File: src/rtl/fbs_pkg.sv
// Shared defaults and operation encoding for the frame backup stack.
package fbs_pkg;

  localparam int unsigned FBS_DATA_W = 256;
  localparam int unsigned FBS_DEPTH  = 16;

  // Operation selected by {restore, backup}.
  typedef enum logic [1:0] {
    OP_IDLE = 2'b00,
    OP_PUSH = 2'b01,
    OP_POP  = 2'b10,
    OP_SWAP = 2'b11
  } fbs_op_e;

  function automatic fbs_op_e fbs_decode(input logic backup, input logic restore);
    return fbs_op_e'({restore, backup});
  endfunction

endpackage

File: src/rtl/fbs_stack_mem.sv
// Frame storage: DEPTH x DATA_W, one synchronous write port, one synchronous
// read port. A read and write to the same index return the old contents.
// Contents are never reset.
module fbs_stack_mem #(
  parameter int unsigned DATA_W = 256,
  parameter int unsigned DEPTH  = 16,
  parameter int unsigned AW     = $clog2(DEPTH)
) (
  input  logic              clk,
  input  logic              i_we,
  input  logic [AW-1:0]     i_waddr,
  input  logic [DATA_W-1:0] i_wdata,
  input  logic              i_re,
  input  logic [AW-1:0]     i_raddr,
  output logic [DATA_W-1:0] o_rdata
);

  logic [DATA_W-1:0] r_mem [DEPTH];
  logic [DATA_W-1:0] r_rdata;

  // Write port and registered read port; both nonblocking so a same-index read sees the old frame.
  always_ff @(posedge clk) begin
    if (i_we) r_mem[i_waddr] <= i_wdata;
    if (i_re) r_rdata <= r_mem[i_raddr];
  end

  assign o_rdata = r_rdata;

endmodule

File: src/rtl/frame_backup_stack.sv
// LIFO of register frames with push (backup), pop (restore) and swap.
// Pointer, error flags, op decode and output qualification live here;
// storage is in fbs_stack_mem.
module frame_backup_stack
  import fbs_pkg::*;
#(
  parameter int unsigned DATA_W = FBS_DATA_W,
  parameter int unsigned DEPTH  = FBS_DEPTH,
  parameter int unsigned PTR_W  = $clog2(DEPTH)
) (
  input  logic              clk,
  input  logic              rst_n,
  input  logic              backup,
  input  logic              restore,
  input  logic              clear_err,
  input  logic [DATA_W-1:0] data_in,
  output logic [DATA_W-1:0] data_out,
  output logic              restore_valid,
  output logic [PTR_W:0]    count,
  output logic              full,
  output logic              empty,
  output logic              overflow_err,
  output logic              underflow_err
);

  logic [PTR_W:0]    r_sp;
  logic              r_valid;
  logic              r_ovf;
  logic              r_unf;
  logic              r_out_zero;

  fbs_op_e           w_op;
  logic              w_full;
  logic              w_empty;
  logic [PTR_W-1:0]  w_top_idx;
  logic [PTR_W-1:0]  w_push_idx;
  logic [PTR_W:0]    w_sp_nxt;
  logic              w_we;
  logic [PTR_W-1:0]  w_waddr;
  logic              w_re;
  logic              w_valid_nxt;
  logic              w_ovf_set;
  logic              w_unf_set;
  logic [DATA_W-1:0] w_rd_data;

  assign w_op       = fbs_decode(backup, restore);
  assign w_full     = (r_sp == (PTR_W+1)'(DEPTH));
  assign w_empty    = (r_sp == '0);
  assign w_top_idx  = PTR_W'(r_sp - (PTR_W+1)'(1));
  assign w_push_idx = r_sp[PTR_W-1:0];

  // Decode the requested operation against the current fill level.
  always_comb begin
    w_sp_nxt    = r_sp;
    w_we        = 1'b0;
    w_waddr     = w_push_idx;
    w_re        = 1'b0;
    w_valid_nxt = 1'b0;
    w_ovf_set   = 1'b0;
    w_unf_set   = 1'b0;
    unique case (w_op)
      OP_PUSH: begin
        if (!w_full) begin
          w_we     = 1'b1;
          w_sp_nxt = r_sp + (PTR_W+1)'(1);
        end else begin
          w_ovf_set = 1'b1;
        end
      end
      OP_POP: begin
        if (!w_empty) begin
          w_re        = 1'b1;
          w_valid_nxt = 1'b1;
          w_sp_nxt    = r_sp - (PTR_W+1)'(1);
        end else begin
          w_unf_set = 1'b1;
        end
      end
      OP_SWAP: begin
        if (!w_empty) begin
          // Read and overwrite the top slot in the same cycle; memory returns the old frame.
          w_re        = 1'b1;
          w_we        = 1'b1;
          w_waddr     = w_top_idx;
          w_valid_nxt = 1'b1;
        end else begin
          // Empty stack: the backup half still lands, the restore half is an underflow.
          w_we      = 1'b1;
          w_sp_nxt  = r_sp + (PTR_W+1)'(1);
          w_unf_set = 1'b1;
        end
      end
      default: ;
    endcase
  end

  // Pointer, valid and sticky error flags; error events take priority over clear_err.
  always_ff @(posedge clk) begin
    if (!rst_n) begin
      r_sp       <= '0;
      r_valid    <= 1'b0;
      r_ovf      <= 1'b0;
      r_unf      <= 1'b0;
      r_out_zero <= 1'b1;
    end else begin
      r_sp    <= w_sp_nxt;
      r_valid <= w_valid_nxt;
      if (w_ovf_set)      r_ovf <= 1'b1;
      else if (clear_err) r_ovf <= 1'b0;
      if (w_unf_set)      r_unf <= 1'b1;
      else if (clear_err) r_unf <= 1'b0;
      if (w_re)           r_out_zero <= 1'b0;
    end
  end

  // The memory read register is the data_out register; it only loads on a pop
  // (gated by reset), and is masked to zero from reset until the first pop.
  fbs_stack_mem #(
    .DATA_W (DATA_W),
    .DEPTH  (DEPTH),
    .AW     (PTR_W)
  ) u_mem (
    .clk     (clk),
    .i_we    (w_we && rst_n),
    .i_waddr (w_waddr),
    .i_wdata (data_in),
    .i_re    (w_re && rst_n),
    .i_raddr (w_top_idx),
    .o_rdata (w_rd_data)
  );

  assign data_out      = r_out_zero ? '0 : w_rd_data;
  assign restore_valid = r_valid;
  assign count         = r_sp;
  assign full          = w_full;
  assign empty         = w_empty;
  assign overflow_err  = r_ovf;
  assign underflow_err = r_unf;

endmodule
File: config.mk
export PLATFORM = sky130hd
export DESIGN_NAME = frame_backup_stack
export DESIGN_NICKNAME = d
export VERILOG_FILES = /design/src/rtl/fbs_pkg.sv /design/src/rtl/fbs_stack_mem.sv /design/src/rtl/frame_backup_stack.sv
export SDC_FILE = /design/constraint.sdc
export NUM_CORES = 2
export LEC_CHECK = 0
export CAP_MARGIN = 10
export CORE_MARGIN = 5
export CORE_UTILIZATION = 45
export CTS_CLUSTER_DIAMETER = 150
export DETAILED_ROUTE_END_ITERATION = 16
export MAX_ROUTING_LAYER = met4
export SYNTH_ARGS = -nofsm -noshare
export SYNTH_HDL_FRONTEND = slang
export SYNTH_SLANG_ARGS = --single-unit
File: constraint.sdc
create_clock -name clk -period 34.2 [get_ports clk]
set_clock_uncertainty 0.05 [all_clocks]
set_input_delay 5.13 -clock clk [delete_from_list [all_inputs] [get_ports clk]]
set_output_delay 5.13 -clock clk [all_outputs]
set_load 0.005 [all_outputs]
==> run_results.csv <==
group,metric,value,unit
place,post-dp-hpwl,213000,microns
clock_tree,clk_latency,0.99,ns
clock_tree,clockBufferDepth,4,
cells_and_area,final_net_count,7559,
power_and_ir_drop,power.density,74.0,nW/um^2
setup_path,cp-end-kind,"flop",
sta,hold_viol_final,0,
setup_path,startpoint_type,"primary input",
sta,drv_slew,0,
synth,synth_seq_cells,4361,
cells_and_area,finalNonFillerCells,12500,
synth,ys_warn_count,0,
synth,synth_edf_count,4352,
sta,finalSetupViolations,0,
synth,synth_seq_area_share,79.9,%
cells_and_area,drive_above_1_share,26.0,%
power_and_ir_drop,ir_drop,0.0000743,V
clock_tree,cts_max_level,5,
power_and_ir_drop,leakage,57.3,nW
setup_path,arrival,10.73,ns
sta,fin_crit_sh,29.9,%
sta,min_period,10.22,ns
synth,syn_avg_cell_area,25.1,sq um
floorplanning,die-area,376000,sq um
sta,worst_pin_slew,1.23,ns
clock_tree,ctsResizeCount,0,
drt,wirelength,393000,microns
drt,first_pass_iters,5,
setup_path,required,34.72,ns
synth,synth.most_common_cell,"edfxtp_1",
synth,synthesis.nets,6783,
sta,rsz0062_at_grt,"no",
clock_tree,cts_tree,"done",
synth,ys_types,47,
synth,synth_cells,6519,
floorplanning,initial_core_util,45.2,%
drt,vias_per_cell,5.79,
global_routing,grt_pass1_vias,76200,
job,maxCapViolCount,0,
sta,slew_headroom,17.7,%
clock_tree,cts-buffers-inserted,439,
place,dp.cells,11600,
synth,yosysTopAreaCellShare,79.8,%
global_routing,grt_pass1_wl,565000,microns
synth,yosys-top-cells-count,"4352 x edfxtp_1, 1229 x mux4_2, 259 x nor2b_1",
clock_tree,clkTransAtPathRegs,0.06,ns
place,place_congestion,0.766,
synth,synth_area_leader_cell,"edfxtp_1",
floorplanning,fp-row-count,221,
drt,drtIter0Drc,6849,
cells_and_area,area_delta_synth_final,15.3,%
min_path,hold_path.class,"reg2reg",
synth,async_reset_ff_share,0,%
floorplanning,die_y,613,microns
synth,synth_ff_type,"edfxtp_1",
place,io_buffers,526,
global_routing,grt_usage,21.4,%
floorplanning,coreArea,363000,sq um
clock_tree,post_cts_buffers,0,
clock_tree,clock_sinks,4361,
drt,wire_per_inst,31.5,microns
sta,tns,0,ns
sta,clock.fmax,97.9,MHz
synth,synth_area_leaders,"edfxtp_1 80%, mux4_2 17%, nor2b_1 0.99%",
floorplanning,io_pins,527,
floorplanning,die_x,613,microns
global_routing,antenna_found_initial,106,
clock_tree,cts_hold_buf,0,
drt,drc,0,
status,status,"complete, no violations",
drt,ant_nets,0,
setup_path,cp_max_fo,57,
drt,vias,72500,
setup_path,criticalPathCategory,"in2reg",
synth,synth_area,164000,sq um
global_routing,grt_overflow,0,
clock_tree,cts_root_buf,"clkbuf_16",
global_routing,grt_max_degree,156,
[metrics by stage]
| step | total power [mW] | cell area (sq um) | worst slack [ns] | utilization [%] | hold slack, ns |
|---|---|---|---|---|---|
| floorplan | 8.50 | 164000 | 9.53 | - | 0.411 |
| global placement | 9.53 | 175000 | 22.88 | 48.2 | 0.420 |
| detailed placement | 9.55 | 175000 | 22.91 | 48.2 | 0.435 |
| CTS | 14.2 | 189000 | 23.97 | 52.1 | 0.445 |
| global route | 14.5 | 189000 | 23.77 | 52.1 | 0.454 |
| finish | 14.0 | 189000 | 23.98 | 52.1 | 0.446 |
[final timing paths]
path | slack (ns) | endpoint | cells after the start | startpoint
setup / recovery | 23.98 | u_mem.r_mem[10][102]$_DFFE_PP_ | 8 | restore
hold reg to reg | 0.45 | overflow_err$_SDFFE_PN0P_ | 2 | overflow_err$_SDFFE_PN0P_
setup reg to reg | 27.45 | u_mem.r_mem[10][102]$_DFFE_PP_ | 8 | count[0]$_SDFFE_PN0P_
hold / removal | 0.45 | overflow_err$_SDFFE_PN0P_ | 2 | overflow_err$_SDFFE_PN0P_
[area by class of cell]
type	count	area [sq um]
fill	27600	174000
inverter	4	15.0
multi-input combinational	1818	31300
tap	4794	6000
clock inverter	248	2380
sequential	4361	131000
timing repair buffer	671	6640
clock buffer	554	11500
antenna	54	135
[registers in the layout, indices dropped and copies added (netlist names)]
signal	cells
r_out_zero	1
count	5
underflow_err	1
overflow_err	1
u_mem.o_rdata	256
u_mem.r_mem	4096
restore_valid	1
[per-layer routing]
| metal | vias up | part of all wire, % | global-route usage [%] |
|---|---|---|---|
| met4 | 0 | 2.4 | 4.82 |
| met5 | - | 0 | - |
| met2 | 2317 | 52 | 36.1 |
| li1 | 29700 | - | - |
| met1 | 39800 | 40 | 28.0 |
| met3 | 587 | 5.3 | 3.04 |
[worst max-delay path, cell delays in order]
cell	delay [ns]
clkdlybuf4s50_1	0.64
inv_1	0.16
a31oi_1	0.58
o2111ai_1	0.61
nor2_4	1.06
buf_4	0.89
buf_4	0.77
buf_4	0.71
[cell families after synthesis]
kind of cell / synth area share (%)
mux: 17.0
compound gates: 0.335
flops: 79.9
simple gates: 1.59
buf+inv: 1.09
fa+ha+maj: 0.0229
xor+xnor: 0.0260
[cell usage in the layout (no fill, tap or decap), types with 3 or more instances in the layout]
| cell type | netlist | routed |
|---|---|---|
| nor3_1 | 12 | 3 |
| inv_1 | 3 | 3 |
| clkinv_4 | 0 | 6 |
| a31oi_1 | 3 | 3 |
| buf_4 | 5 | 122 |
| clkinv_16 | 0 | 11 |
| dfxtp_1 | 9 | 7 |
| clkinv_2 | 0 | 66 |
| a21oi_1 | 23 | 23 |
| nand3_1 | 40 | 40 |
| mux4_2 | 1229 | 1229 |
| a32oi_1 | 17 | 17 |
| clkbuf_1 | 182 | 109 |
| nor2_4 | 0 | 8 |
| clkinv_1 | 0 | 107 |
| nor2_1 | 13 | 5 |
| nor3_2 | 0 | 9 |
| and2_1 | 4 | 4 |
| inv_16 | 0 | 4 |
| a41o_1 | 17 | 17 |
| nor2b_1 | 259 | 258 |
| bufinv_16 | 0 | 32 |
| nand2_1 | 141 | 141 |
| clkbuf_16 | 0 | 444 |
| or2_2 | 3 | 3 |
| mux2i_1 | 22 | 22 |
| edfxtp_1 | 4352 | 4352 |
| clkinvlp_4 | 0 | 12 |
| o21ai_0 | 3 | 3 |
| clkinv_8 | 0 | 6 |
| nand2b_1 | 3 | 3 |
| clkdlybuf4s50_1 | 0 | 526 |
| buf_12 | 9 | 23 |
| inv_6 | 0 | 4 |
| diode_2 | 0 | 54 |
[report_power, final]
part / total [mW] / leakage (nW) / internal [mW] / switching, mW
logic: 3.03 / 11.3 / 1.40 / 1.63
clock network: 4.64 / 6.74 / 2.63 / 2.01
registers: 6.31 / 39.3 / 6.22 / 0.0904
Power figures use the tool's default switching activity.
